$ cat src/rtl/da_dct_sequencer_pkg.sv
// Shared widths, FSM state type and ROM address fold for the bit-serial DA DCT sequencer.
package da_dct_pkg;

    localparam int DA_DATA_W   = 16;
    localparam int DA_ROM_W    = 16;
    localparam int DA_ROM_FRAC = 14;
    localparam int DA_ACC_W    = 33;

    typedef enum logic [1:0] {IDLE, RUN, DONE} da_state_t;

    // The ROM holds only half the table: a set x0 bit selects the complemented
    // address, and the word read there is used negated.
    function automatic logic [2:0] fold_addr(input logic x0j, input logic [2:0] a);
        return x0j ? ~a : a;
    endfunction

endpackage

$ cat src/rtl/da_dct_sequencer_if.sv
// Sample-group input, half-coefficient ROM port and coefficient output of the DA sequencer.
interface da_dct_sequencer_if #(
    parameter int DATA_W = da_dct_pkg::DA_DATA_W,
    parameter int ROM_W  = da_dct_pkg::DA_ROM_W,
    parameter int ACC_W  = da_dct_pkg::DA_ACC_W
) ();

    logic                     in_valid;
    logic                     in_ready;
    logic signed [DATA_W-1:0] x0;
    logic signed [DATA_W-1:0] x1;
    logic signed [DATA_W-1:0] x2;
    logic signed [DATA_W-1:0] x3;
    logic [2:0]               rom_addr;
    logic                     rom_cs;
    logic signed [ROM_W-1:0]  rom_data;
    logic                     out_valid;
    logic                     out_ready;
    logic signed [ACC_W-1:0]  coef;
    logic                     busy;

    modport master (
        output in_valid, x0, x1, x2, x3, rom_data, out_ready,
        input  in_ready, rom_addr, rom_cs, out_valid, coef, busy
    );

    modport slave (
        input  in_valid, x0, x1, x2, x3, rom_data, out_ready,
        output in_ready, rom_addr, rom_cs, out_valid, coef, busy
    );

endinterface

$ cat src/rtl/da_dct_sequencer_bit_slicer.sv
// Holds the four sample shift registers and the bit counter; presents one bit column per cycle, MSB first.
module da_bit_slicer
    import da_dct_pkg::*;
#(
    parameter int DATA_W = DA_DATA_W
) (
    input  logic              clk,
    input  logic              rst_n,
    input  logic              load,
    input  logic              shift,
    input  logic [DATA_W-1:0] x0,
    input  logic [DATA_W-1:0] x1,
    input  logic [DATA_W-1:0] x2,
    input  logic [DATA_W-1:0] x3,
    output logic [3:0]        bits,
    output logic              first_bit,
    output logic              last_bit
);

    localparam int CNT_W = $clog2(DATA_W);

    logic [CNT_W-1:0]  bitcnt;
    logic [DATA_W-1:0] sr0, sr1, sr2, sr3;

    always_ff @(posedge clk or negedge rst_n) begin
        if (!rst_n) begin
            bitcnt <= '0;
        end else if (load) begin
            bitcnt <= CNT_W'(DATA_W - 1);
        end else if (shift && bitcnt != '0) begin
            bitcnt <= bitcnt - CNT_W'(1);
        end
    end

    // Shifting left keeps bit[bitcnt] of every sample in the MSB position.
    always_ff @(posedge clk) begin
        if (load) begin
            sr0 <= x0;
            sr1 <= x1;
            sr2 <= x2;
            sr3 <= x3;
        end else if (shift) begin
            sr0 <= {sr0[DATA_W-2:0], 1'b0};
            sr1 <= {sr1[DATA_W-2:0], 1'b0};
            sr2 <= {sr2[DATA_W-2:0], 1'b0};
            sr3 <= {sr3[DATA_W-2:0], 1'b0};
        end
    end

    assign bits      = {sr0[DATA_W-1], sr1[DATA_W-1], sr2[DATA_W-1], sr3[DATA_W-1]};
    assign first_bit = (bitcnt == CNT_W'(DATA_W - 1));
    assign last_bit  = (bitcnt == '0);

endmodule

$ cat src/rtl/da_dct_sequencer.sv
// Bit-serial distributed-arithmetic sequencer: one DCT coefficient per 4-sample group,
// shift-accumulating folded half-coefficient ROM terms MSB first.
module da_dct_sequencer
    import da_dct_pkg::*;
#(
    parameter int DATA_W   = DA_DATA_W,
    parameter int ROM_W    = DA_ROM_W,
    parameter int ROM_FRAC = DA_ROM_FRAC,
    parameter int ACC_W    = DA_ACC_W
) (
    input logic               clk,
    input logic               rst_n,
    da_dct_sequencer_if.slave bus
);

    if (ACC_W < DATA_W + ROM_W + 1 || ROM_FRAC >= ROM_W) begin : g_param_check
        $error("da_dct_sequencer: ACC_W too narrow or ROM_FRAC out of range");
    end

    da_state_t               state, state_nxt;
    logic                    accept, step;
    logic [3:0]              bits;
    logic                    first_bit, last_bit;
    logic signed [ACC_W-1:0] acc, rom_ext, term;

    da_bit_slicer #(.DATA_W(DATA_W)) u_slicer (
        .clk       (clk),
        .rst_n     (rst_n),
        .load      (accept),
        .shift     (step),
        .x0        (bus.x0),
        .x1        (bus.x1),
        .x2        (bus.x2),
        .x3        (bus.x3),
        .bits      (bits),
        .first_bit (first_bit),
        .last_bit  (last_bit)
    );

    assign accept = (state == IDLE) && bus.in_valid;
    assign step   = (state == RUN);

    always_ff @(posedge clk or negedge rst_n) begin
        if (!rst_n) state <= IDLE;
        else        state <= state_nxt;
    end

    always_comb begin
        state_nxt     = state;
        bus.in_ready  = 1'b0;
        bus.rom_cs    = 1'b0;
        bus.rom_addr  = 3'b000;
        bus.out_valid = 1'b0;
        bus.busy      = 1'b0;
        case (state)
            IDLE: begin
                bus.in_ready = 1'b1;
                if (bus.in_valid) state_nxt = RUN;
            end
            RUN: begin
                bus.rom_cs   = 1'b1;
                bus.rom_addr = fold_addr(bits[3], bits[2:0]);
                bus.busy     = 1'b1;
                if (last_bit) state_nxt = DONE;
            end
            DONE: begin
                bus.out_valid = 1'b1;
                bus.busy      = 1'b1;
                if (bus.out_ready) state_nxt = IDLE;
            end
            default: state_nxt = IDLE;
        endcase
    end

    // Negation happens at full accumulator width so the most negative ROM word cannot wrap.
    assign rom_ext = {{(ACC_W-ROM_W){bus.rom_data[ROM_W-1]}}, bus.rom_data};
    assign term    = bits[3] ? -rom_ext : rom_ext;

    // The sign-bit column carries weight -2^(DATA_W-1), so it seeds the accumulator negated.
    always_ff @(posedge clk or negedge rst_n) begin
        if (!rst_n) begin
            acc <= '0;
        end else if (accept) begin
            acc <= '0;
        end else if (step) begin
            acc <= first_bit ? -term : (acc <<< 1) + term;
        end
    end

    assign bus.coef = acc;

endmodule
$ cat src/flat_wrapper.sv
// flat-port wrapper written by rule: the top's interface ports become plain ports
module da_dct_sequencer_flat import da_dct_pkg::*;
#(
    parameter int DATA_W   = DA_DATA_W,
    parameter int ROM_W    = DA_ROM_W,
    parameter int ROM_FRAC = DA_ROM_FRAC,
    parameter int ACC_W    = DA_ACC_W
)
  (clk, rst_n, bus_in_valid, bus_x0, bus_x1, bus_x2, bus_x3, bus_rom_data, bus_out_ready, bus_in_ready, bus_rom_addr, bus_rom_cs, bus_out_valid, bus_coef, bus_busy);
  da_dct_sequencer_if #(.DATA_W(DATA_W), .ROM_W(ROM_W), .ACC_W(ACC_W)) bus_i ();
  input logic clk;
  input logic rst_n;
  input wire logic [$bits(bus_i.in_valid)-1:0] bus_in_valid;
  input wire logic [$bits(bus_i.x0)-1:0] bus_x0;
  input wire logic [$bits(bus_i.x1)-1:0] bus_x1;
  input wire logic [$bits(bus_i.x2)-1:0] bus_x2;
  input wire logic [$bits(bus_i.x3)-1:0] bus_x3;
  input wire logic [$bits(bus_i.rom_data)-1:0] bus_rom_data;
  input wire logic [$bits(bus_i.out_ready)-1:0] bus_out_ready;
  output wire logic [$bits(bus_i.in_ready)-1:0] bus_in_ready;
  output wire logic [$bits(bus_i.rom_addr)-1:0] bus_rom_addr;
  output wire logic [$bits(bus_i.rom_cs)-1:0] bus_rom_cs;
  output wire logic [$bits(bus_i.out_valid)-1:0] bus_out_valid;
  output wire logic [$bits(bus_i.coef)-1:0] bus_coef;
  output wire logic [$bits(bus_i.busy)-1:0] bus_busy;
  assign bus_i.in_valid = bus_in_valid;
  assign bus_i.x0 = bus_x0;
  assign bus_i.x1 = bus_x1;
  assign bus_i.x2 = bus_x2;
  assign bus_i.x3 = bus_x3;
  assign bus_i.rom_data = bus_rom_data;
  assign bus_i.out_ready = bus_out_ready;
  assign bus_in_ready = bus_i.in_ready;
  assign bus_rom_addr = bus_i.rom_addr;
  assign bus_rom_cs = bus_i.rom_cs;
  assign bus_out_valid = bus_i.out_valid;
  assign bus_coef = bus_i.coef;
  assign bus_busy = bus_i.busy;
  da_dct_sequencer #(.DATA_W(DATA_W), .ROM_W(ROM_W), .ROM_FRAC(ROM_FRAC), .ACC_W(ACC_W)) u_core (.clk(clk), .rst_n(rst_n), .bus(bus_i));
endmodule
$ cat config.mk
export PLATFORM = sky130hd
export DESIGN_NAME = da_dct_sequencer_flat
export DESIGN_NICKNAME = d
export VERILOG_FILES = /design/src/rtl/da_dct_sequencer_pkg.sv /design/src/rtl/da_dct_sequencer_if.sv /design/src/rtl/da_dct_sequencer_bit_slicer.sv /design/src/rtl/da_dct_sequencer.sv /design/src/flat_wrapper.sv
export SDC_FILE = /design/constraint.sdc
export NUM_CORES = 1
export LEC_CHECK = 0
export ABC_AREA = 1
export CAP_MARGIN = 0
export CORE_MARGIN = 8
export CORE_UTILIZATION = 55
export CTS_CLUSTER_SIZE = 10
export DETAILED_ROUTE_END_ITERATION = 10
export GPL_TIMING_DRIVEN = 0
export PLACE_DENSITY = 0.82
export SYNTH_ARGS = -nofsm -noshare
export SYNTH_HDL_FRONTEND = slang
export SYNTH_SLANG_ARGS = --single-unit
$ cat constraint.sdc
create_clock -name clk -period 2.9 [get_ports clk]
set_input_delay 0.58 -clock clk [delete_from_list [all_inputs] [get_ports clk]]
set_output_delay 0.58 -clock clk [all_outputs]
set_load 0.02 [all_outputs]
Word level (Yosys, flattened, before mapping)
Cells that the tools add are included.
- bits in registers: 103
- output and inout bits: 40
- bitwise logic cells: 1
- reductions and logical operators: 9
- eq/ne operators: 6
- add/subtract/negate cells: 4
- mux-type cells: 24
- operator list (operator ; number):
    $mux 33 ; 4
    $mux 16 ; 8
    $add 33x33->33 ; 1
    $neg 16->33 ; 1
    $neg 33->33 ; 1
    $mux 4 ; 2
    $mux 2 ; 3
    $mux 3 ; 2
    $pmux 2 s3 ; 1
    $eq 4x4->1 const B ; 1
    $logic_not 4->1 ; 1
    $mux 1 ; 4
    $ne 2x2->1 const B ; 2
    $reduce_bool 2->1 ; 2
    $reduce_bool 4->1 ; 1
    $sub 4x1->4 const B ; 1
    $not 3->3 ; 1
    $reduce_and 3->1 ; 1
    $eq 2x1->1 const B ; 1
    $eq 2x2->1 const B ; 1
    $logic_and 1x1->1 ; 2
    $logic_not 2->1 ; 1
    $ne 2x1->1 const B ; 1
    $reduce_or 2->1 ; 1

Logic depth before layout (Yosys ltp)
Gate-level depths: netlist of run 1.
- depth after elaboration: 6
- gate-level depth with buffers: 22
- mapped depth without buffers: 22

Cells and area by module
Synthesis of run 1 repeated with hierarchy kept, for this count alone.
- cell total of the unflattened synthesis: 1101
- area, all modules: 7822.5 µm²
- modules (own cells, without submodules) (module ; area an instance (µm²) ; instances ; seq. area each (µm²) ; cells an instance):
    da_dct_sequencer ; 4788.3 ; 1 ; 875.8 ; 795
    da_bit_slicer ; 3034.2 ; 1 ; 2021.9 ; 306

Worst setup path after synthesis of run 1
OpenSTA, ideal clock, no wires.
- path kind: input -> register
- from: input port bus_rom_data[1]
- to: register u_core.acc[25] (netlist: u_core.bus.coef[25])
- path buffers: 0
- setup time: 119 ps
- slack: -333 ps
- stages: 21
- arrival time: 3113 ps
- cell sequence: inv_1 > ha_1 > nand2_2 > nor2_2 > nand2_1 > nor2_1 > nand2_1 > ha_1 > a21oi_1 > ha_1 > a21o_1 > nor2_1 > o21ai_0 > nand2_1 > o21ai_0 > nor2_1 > nand2_1 > nand2_1 > nand2_1 > nor2_1 > o21ai_2
- word-level cells in the longest chain between the ends: 6
- elaborated cells on any way between the ends: 7
- those cells by class: add/sub: 3; mux: 4
- ends and longest elaborated chain (item ; RTL line ; source):
    start, declared ; flat_wrapper.sv:18 ; input wire logic [$bits(bus_i.rom_data)-1:0] bus_rom_data;
    $neg 16->33 ; da_dct_sequencer.sv:77 ; assign term = bits[3] ? -rom_ext : rom_ext;
    $mux 33 (*) ; da_dct_sequencer.sv:77 ;
    $add 33x33->33 or $neg 33->33 (tied branches) ; da_dct_sequencer.sv:86 ; acc <= first_bit ? -term : (acc <<< 1) + term;
    $mux 33 (*) ; da_dct_sequencer.sv:86 ;
    $mux 33 (*) ; da_dct_sequencer.sv:85 ; end else if (step) begin
    $mux 33 (*) ; da_dct_sequencer.sv:83 ; end else if (accept) begin
    end signal, assigned ; da_dct_sequencer.sv:86 ;
    end, declared ; da_dct_sequencer.sv:24 ; logic signed [ACC_W-1:0] acc, rom_ext, term;
Every way passes the cells marked *; elsewhere a longest branch is shown, timed or not. The select of a mux whose other input is x is not followed.
A chain may end at the register's enable or synchronous reset.

Worst setup path after layout of run 1
- from: input port bus_rom_data[1]
- to: register u_core.acc[32] (netlist: u_core.bus.coef[32])
Same word-level chain as after synthesis.

==> flow_metrics.py, run 1 <==
metrics = {
    "status": {
        "status": "finished, violations left",
        "violations": "negative setup slack",
    },
    "yosys": {
        "synth_cell_types": 42,
        "yosysSeqAreaShare": 0.380,
        "synth-compound-area-share": 0.113,
        "synth_top_family_by_area": "simple AND/OR/NAND/NOR gates",
        "synth_mux_area_frac": 0,
        "synth_simple_gate_area_share": 0.352,
        "yosysWarnings": 0,
        "netlist_area_um2": 7630,
        "syn_nets": 1218,
        "syn_avg_cell_area_um2": 6.98,
        "ys_seq_elements": 103,
        "synthAdderAreaFrac": 0.0682,
        "synth-xor-area-share": 0.0171,
        "syn_inst": 1093,
    },
    "timing": {
        "timing.slew.headroom": 0.483,
        "rsz0062_at_grt": "yes",
        "max_slew.worst_pin.slew_ns": 0.776,
        "clock.fmax_mhz": 339,
        "fin_hold_ws_ns": 0.0931,
        "setup_viol": 5,
        "finalCriticalPeriod_ns": 2.95,
        "post-route-period-util": 1.02,
        "tns_ns": -0.146,
        "layout_setup_ws_ns": -0.0531,
        "hold_viol": 0,
        "finalMaxSlewViolations": 0,
        "skew_ns": 0.0121,
    },
    "critical_path": {
        "arrival_ns": 3.21,
        "path_class": "in2reg",
        "timing.rr.start": "u_core.u_slicer.sr0[15]$_DFFE_PP_",
        "worstSetupStartpointType": "input port",
        "end_kind": "flop",
        "rr_worst_depth": 19,
        "cp.required_ns": 3.16,
        "critical_path.max_fanout": 4,
        "r2r_end": "u_core.bus.coef[32]$_DFFE_PN0P_",
        "r2r_slack_ns": 0.08,
    },
    "floorplanning": {
        "start_util": 0.556,
        "die_w_um": 134,
        "design.core.area_um2": 13700,
        "ioPinCount": 124,
        "die-area_um2": 17900,
        "die_h_um": 134,
        "num_rows": 43,
    },
    "global_route": {
        "grt_start_max_net_pins": 45,
        "grt_pass1_vias": 7811,
        "antenna_found_initial": 3,
        "grt_pass1_wl_um": 38700,
        "globalRouteOverflowTotal": 0,
        "grt_use_total": 0.270,
    },
    "finish": {
        "final_common_cell": "nand2_1",
        "syn2layout_area_growth_pct": 39.9,
        "drive_gt1_frac": 0.223,
        "stdcell_count": 1458,
        "diodes": 0,
        "layout_common_cells": "nand2_1, clkdlybuf4s50_1, inv_1, nor2_1, edfxtp_1",
        "fin_area_um2": 10700,
        "nNetsFinal": 1398,
    },
    "detailed_routing": {
        "drt.antenna.violating_nets": 0,
        "vias": 8120,
        "drc": 0,
        "wl_um": 25400,
        "vias_per_cell": 5.57,
        "wl_per_cell_um": 17.4,
        "drt_iter0_markers": 707,
        "drtPass1Iterations": 8,
    },
    "clock_tree": {
        "tritoncts": "done",
        "cts_buffers": 9,
        "htree_levels": 3,
        "clkTransAtPathRegs_ns": 0.08,
        "cts_buffer_depth": 2,
        "clk_latency_ns": 0.37,
        "cts_sinks": 103,
        "root_buffer": "clkbuf_16",
        "cts_hold_buf": 0,
    },
    "pwr": {
        "power_density_nw_per_um2": 1220,
        "clkPwrFrac": 0.099,
        "p_sw_w": 0.00645,
        "power_frac_comb": 0.674,
        "p_leak_nw": 4.90,
        "sequentialPowerShare": 0.227,
        "p_int_w": 0.00657,
        "ir_drop_mv": 0.730,
        "swShare": 0.495,
    },
    "place": {
        "dp_cells": 1398,
        "io_buffers": 123,
        "dp.final_hpwl_um": 18200,
        "gp_congestion": 0.939,
        "dpl-instance-area_um2": 9180,
        "dp_slack_ns": -1.13,
    },
    "hold_path": {
        "min_path_type": "in2async",
    },
    "run": {
        "maxCapViolCount": 0,
    },
}
layer usage:
layer	up-vias	routed length [µm]	track usage
li1	3910	-	-
met1	3777	10100	0.321
met2	350	12300	0.453
met3	77	2020	0.0707
met4	6	911	0.117
met5	-	34	0
through the flow:
stage          power [W]   util
6_report          0.0130  0.778
5_1_grt           0.0139  0.778
4_1_cts           0.0119  0.736
3_5_place_dp     0.00983  0.669
3_3_place_gp     0.00966  0.667
2_1_floorplan    0.00767      -
synth_stat cells, drive strengths merged:
library cell  count  area [µm²]
clkbuf           21        78.8
o21bai            5        37.5
o221ai            1        8.76
nand4             7        43.8
a21oi            53         265
a21o             11        82.6
a31oi             4        25.0
ha               40         500
dfrtp            39         976
nand3            68         355
a21boi            3        22.5
o22ai             1        6.26
o21a              2        15.0
inv             111         417
nor2            130         556
edfxtp           64        1920
a32o              2        20.0
nor3              5        25.0
nand2           426        1640
or2               2        12.5
nand3b            3        22.5
o21ai            68         367
o311ai            1        8.76
nor3b             1        7.51
o211ai            1        7.51
nor4              3        18.8
fa                1        20.0
xor2             10        95.1
buf               5        33.8
xnor2             4        35.0
clkinv            1        3.75
final cells by class:
type	instances	area, µm²
Clock inverter	7	80.1
Fill cell	988	3040
Sequential cell	103	2900
Tap cell	180	225
Timing Repair Buffer	169	1570
Buffer	26	116
Inverter	112	424
Multi-Input combinational cell	852	5130
Clock buffer	9	225
power groups by stage:
stage          Combinational [W]  Sequential [W]  Clock (W)
6_report                 0.00878         0.00295    0.00129
5_1_grt                  0.00955         0.00301    0.00134
3_3_place_gp             0.00674         0.00293          0
3_5_place_dp             0.00691         0.00292          0
4_1_cts                  0.00766         0.00292    0.00129
2_1_floorplan            0.00462         0.00305          0
logic make-up after synthesis:
kind of cell             count (synthesis)
buffers and inverters                  138
XOR/XNOR                                14
adder cells (fa/ha/maj)                 41
AND/OR/NAND/NOR                        645
AO/OA/AOI/OAI                          152
flip-flops                             103
what timing repair did:
action | in CTS | in global routing
resized for setup | 146 | 125
cloned | 0 | 0
buffers inserted | 26 | 18
pin swaps | 41 | 48
endpoints found under the setup margin | 28 | 22
critical path, cell delays in order:
cell	delay (ns)
buf_6	0.09
clkinvlp_4	0.08
buf_6	0.11
nand3_4	0.11
nor2_4	0.21
nand3_2	0.14
ha_4	0.25
a21oi_4	0.22
ha_4	0.27
a21oi_4	0.16
o21ai_2	0.09
a21oi_2	0.20
nand2_1	0.11
nand3b_1	0.12
nand2_1	0.06
nand2_1	0.06
nand3_1	0.06
nand2_1	0.10
inv_1	0.05
nand2_1	0.08
nand2_1	0.05
worst max path at each step:
stage | slack, ns | start | depth (start not counted) | to
final | -0.05 | bus_rom_data[1] | 21 | u_core.bus.coef[32]$_DFFE_PN0P_
after global routing | -0.17 | bus_rom_data[1] | 22 | u_core.bus.coef[28]$_DFFE_PN0P_
after CTS | -0.02 | bus_rom_data[1] | 20 | u_core.bus.coef[31]$_DFFE_PN0P_
after detailed placement | -1.13 | bus_rom_data[1] | 17 | u_core.bus.coef[18]$_DFFE_PN0P_
after global placement | -1.13 | bus_rom_data[1] | 17 | u_core.bus.coef[18]$_DFFE_PN0P_
after floorplan | -0.004 | bus_rom_data[0] | 21 | u_core.bus.coef[25]$_DFFE_PN0P_
sequential cells by signal, indices dropped and copies added (netlist names):
signal	flops
u_core.u_slicer.sr1	16
u_core.u_slicer.bitcnt	4
u_core.bus.coef	33
u_core.u_slicer.sr3	16
u_core.state	2
u_core.u_slicer.sr0	16
u_core.u_slicer.sr2	16
Note: power is estimated with default switching activity, not from simulation.
==> run 2, diff against run 1 <==
--- a/config.mk
+++ b/config.mk
@@ -13,6 +13,7 @@
 export DETAILED_ROUTE_END_ITERATION = 10
 export GPL_TIMING_DRIVEN = 0
 export PLACE_DENSITY = 0.82
+export SKIP_CTS_REPAIR_TIMING = 1
 export SYNTH_ARGS = -nofsm -noshare
 export SYNTH_HDL_FRONTEND = slang
 export SYNTH_SLANG_ARGS = --single-unit
==> run 2 against run 1 <==
  * The run still ends with negative setup slack left
  * Highest routed layer unchanged
  * Global-route usage is 1.3 points lower
  * Register-to-register slack worse by 0.02 ns
  * Cell count is 0.82% lower
  * Cell area hardly changed
==> flow_metrics.py, run 2 (same netlist as run 1, synthesis figures left out) <==
metrics = {
    "status": {
        "status": "finished, violations left",
        "violations": "negative setup slack",
    },
    "timing": {
        "rsz0062_at_grt": "yes",
        "finalCriticalPeriod_ns": 3.02,
        "skew_ns": 0.0133,
        "post-route-period-util": 1.04,
        "max_slew.worst_pin.slew_ns": 0.794,
        "fin_hold_ws_ns": 0.0903,
        "timing.slew.headroom": 0.471,
        "clock.fmax_mhz": 331,
        "finalMaxSlewViolations": 0,
        "tns_ns": -0.695,
        "hold_viol": 0,
        "setup_viol": 13,
        "layout_setup_ws_ns": -0.124,
    },
    "critical_path": {
        "path_class": "in2reg",
        "r2r_slack_ns": 0.06,
        "cp.required_ns": 3.16,
        "cp_slowest_cell": "ha_4",
        "critical_path.max_fanout": 4,
        "r2r_end": "u_core.bus.coef[32]$_DFFE_PN0P_",
        "end_kind": "flop",
        "path_buf_inv": 2,
        "rr_worst_depth": 19,
        "critPathTopFamily": "compound AO/OA/AOI/OAI gates",
        "worstSetupStartpointType": "input port",
        "crit_path_max_incr_delay_ns": 0.26,
        "timing.rr.start": "u_core.u_slicer.sr0[15]$_DFFE_PP_",
        "arrival_ns": 3.28,
        "cp_cell_sequence": "buf_6, clkinvlp_4, ha_4, nand2_4, nor2_4, nand2_2, nor2_2, nand2_2, ha_4, a21oi_4, ha_4, a21o_4, a31oi_4, o21ai_2, a21oi_2, nand2_1, nand2_1, nand3_2, nand3_2, nand2_1",
    },
    "pwr": {
        "ir_drop_mv": 0.728,
        "p_leak_nw": 4.94,
        "power_density_nw_per_um2": 1220,
    },
    "finish": {
        "drive_gt1_frac": 0.209,
        "diodes": 0,
        "fillCellCount": 993,
        "nNetsFinal": 1386,
        "fin_area_um2": 10700,
        "post-route-util": 0.779,
        "layout_common_cells": "nand2_1, clkdlybuf4s50_1, inv_1, nor2_1, edfxtp_1",
        "syn2layout_area_growth_pct": 40.0,
        "final_common_cell": "nand2_1",
        "largest_register_ffs": 33,
    },
    "global_route": {
        "use_met2": 0.430,
        "globalRouteOverflowTotal": 0,
        "grt_pass1_wl_um": 36900,
        "antenna_found_initial": 3,
        "met1_usage": 0.311,
        "grt_pass1_vias": 7388,
        "grt_busiest_layer": "met2",
        "grt_start_max_net_pins": 45,
        "grtUsageMet3": 0.0740,
        "grt_use_total": 0.257,
    },
    "floorplanning": {
        "design.core.area_um2": 13700,
        "die-area_um2": 17900,
        "die_h_um": 134,
        "start_util": 0.556,
        "num_rows": 43,
        "ioPinCount": 124,
        "die_w_um": 134,
    },
    "detailed_routing": {
        "vias_per_cell": 5.53,
        "drtPass1Iterations": 6,
        "drt.antenna.violating_nets": 0,
        "wl_per_cell_um": 17.0,
        "wl_um": 24600,
        "vias": 7993,
        "drc": 0,
        "drt_iter0_markers": 566,
    },
    "clock_tree": {
        "htree_levels": 3,
        "clk_latency_ns": 0.36,
        "root_buffer": "clkbuf_16",
        "cts_sinks": 103,
        "cts_buffer_depth": 2,
        "tritoncts": "done",
        "clkTransAtPathRegs_ns": 0.08,
        "cts_buffers": 9,
    },
    "place": {
        "dp_slack_ns": -1.13,
        "dp.final_hpwl_um": 18200,
        "dpl-instance-area_um2": 9180,
        "gp_congestion": 0.939,
        "io_buffers": 123,
    },
    "run": {
        "maxCapViolCount": 0,
    },
    "hold_path": {
        "min_path_type": "in2async",
    },
}
## run 2: per-layer routing
metal  up-vias  share of wire
met5         -         0.0013
met4         6          0.028
met3        60          0.076
met2       296           0.49
met1      3744           0.41
li1       3887              -
## run 2: metrics by stage
stage | power [W] | std cells
6_report | 0.0131 | 1446
4_1_cts | 0.0111 | 1414
3_5_place_dp | 0.00983 | 1398
2_1_floorplan | 0.00767 | 1093
3_3_place_gp | 0.00966 | 1396
5_1_grt | 0.0139 | 1446
## run 2: area by class of cell
cell class                 instances  area [µm²]  area share
buffer                            26         113      0.0105
clock buffer                       9         225      0.0211
timing repair buffer             157        1570       0.147
multi-input combinational        852        5150       0.482
tap                              180         225      0.0211
clock inverter                     7        80.1     0.00750
sequential                       103        2900       0.271
inverter                         112         429      0.0402
## run 2: worst max-delay path by stage
stage | from | endpoint | slack [ns] | cells after the start
6_report | bus_rom_data[1] | u_core.bus.coef[31]$_DFFE_PN0P_ | -0.12 | 20
5_1_grt | bus_rom_data[2] | u_core.bus.coef[31]$_DFFE_PN0P_ | -0.26 | 19
4_1_cts | bus_rom_data[1] | u_core.bus.coef[18]$_DFFE_PN0P_ | -0.75 | 17
3_5_place_dp | bus_rom_data[1] | u_core.bus.coef[18]$_DFFE_PN0P_ | -1.13 | 17
3_3_place_gp | bus_rom_data[1] | u_core.bus.coef[18]$_DFFE_PN0P_ | -1.13 | 17
2_1_floorplan | bus_rom_data[0] | u_core.bus.coef[25]$_DFFE_PN0P_ | -0.004 | 21
## run 2: report_power, final
part	internal, W	total (W)	switching (W)	leakage [nW]
Combinational	0.00335	0.00884	0.00549	3.67
Clock	0.000680	0.00129	0.000608	0.148
Sequential	0.00255	0.00294	0.000395	1.12
Total	0.00658	0.0131	0.00649	4.94
## run 2: worst register-to-register path, stage by stage, from the launching register on
cell and delay [ns]:
edfxtp_1 0.39, buf_6 0.16, buf_4 0.17, buf_4 0.20
nand2_1 0.09, nand2_1 0.06, nand2_2 0.13, ha_2 0.33
a21oi_2 0.21, o21ai_2 0.11, a21oi_2 0.21, nand2_1 0.11
nand3b_1 0.12, nand2_1 0.06, nand2_1 0.06, nand3_1 0.06
nand2_1 0.10, inv_1 0.05, nand2_1 0.08, nand2_1 0.05
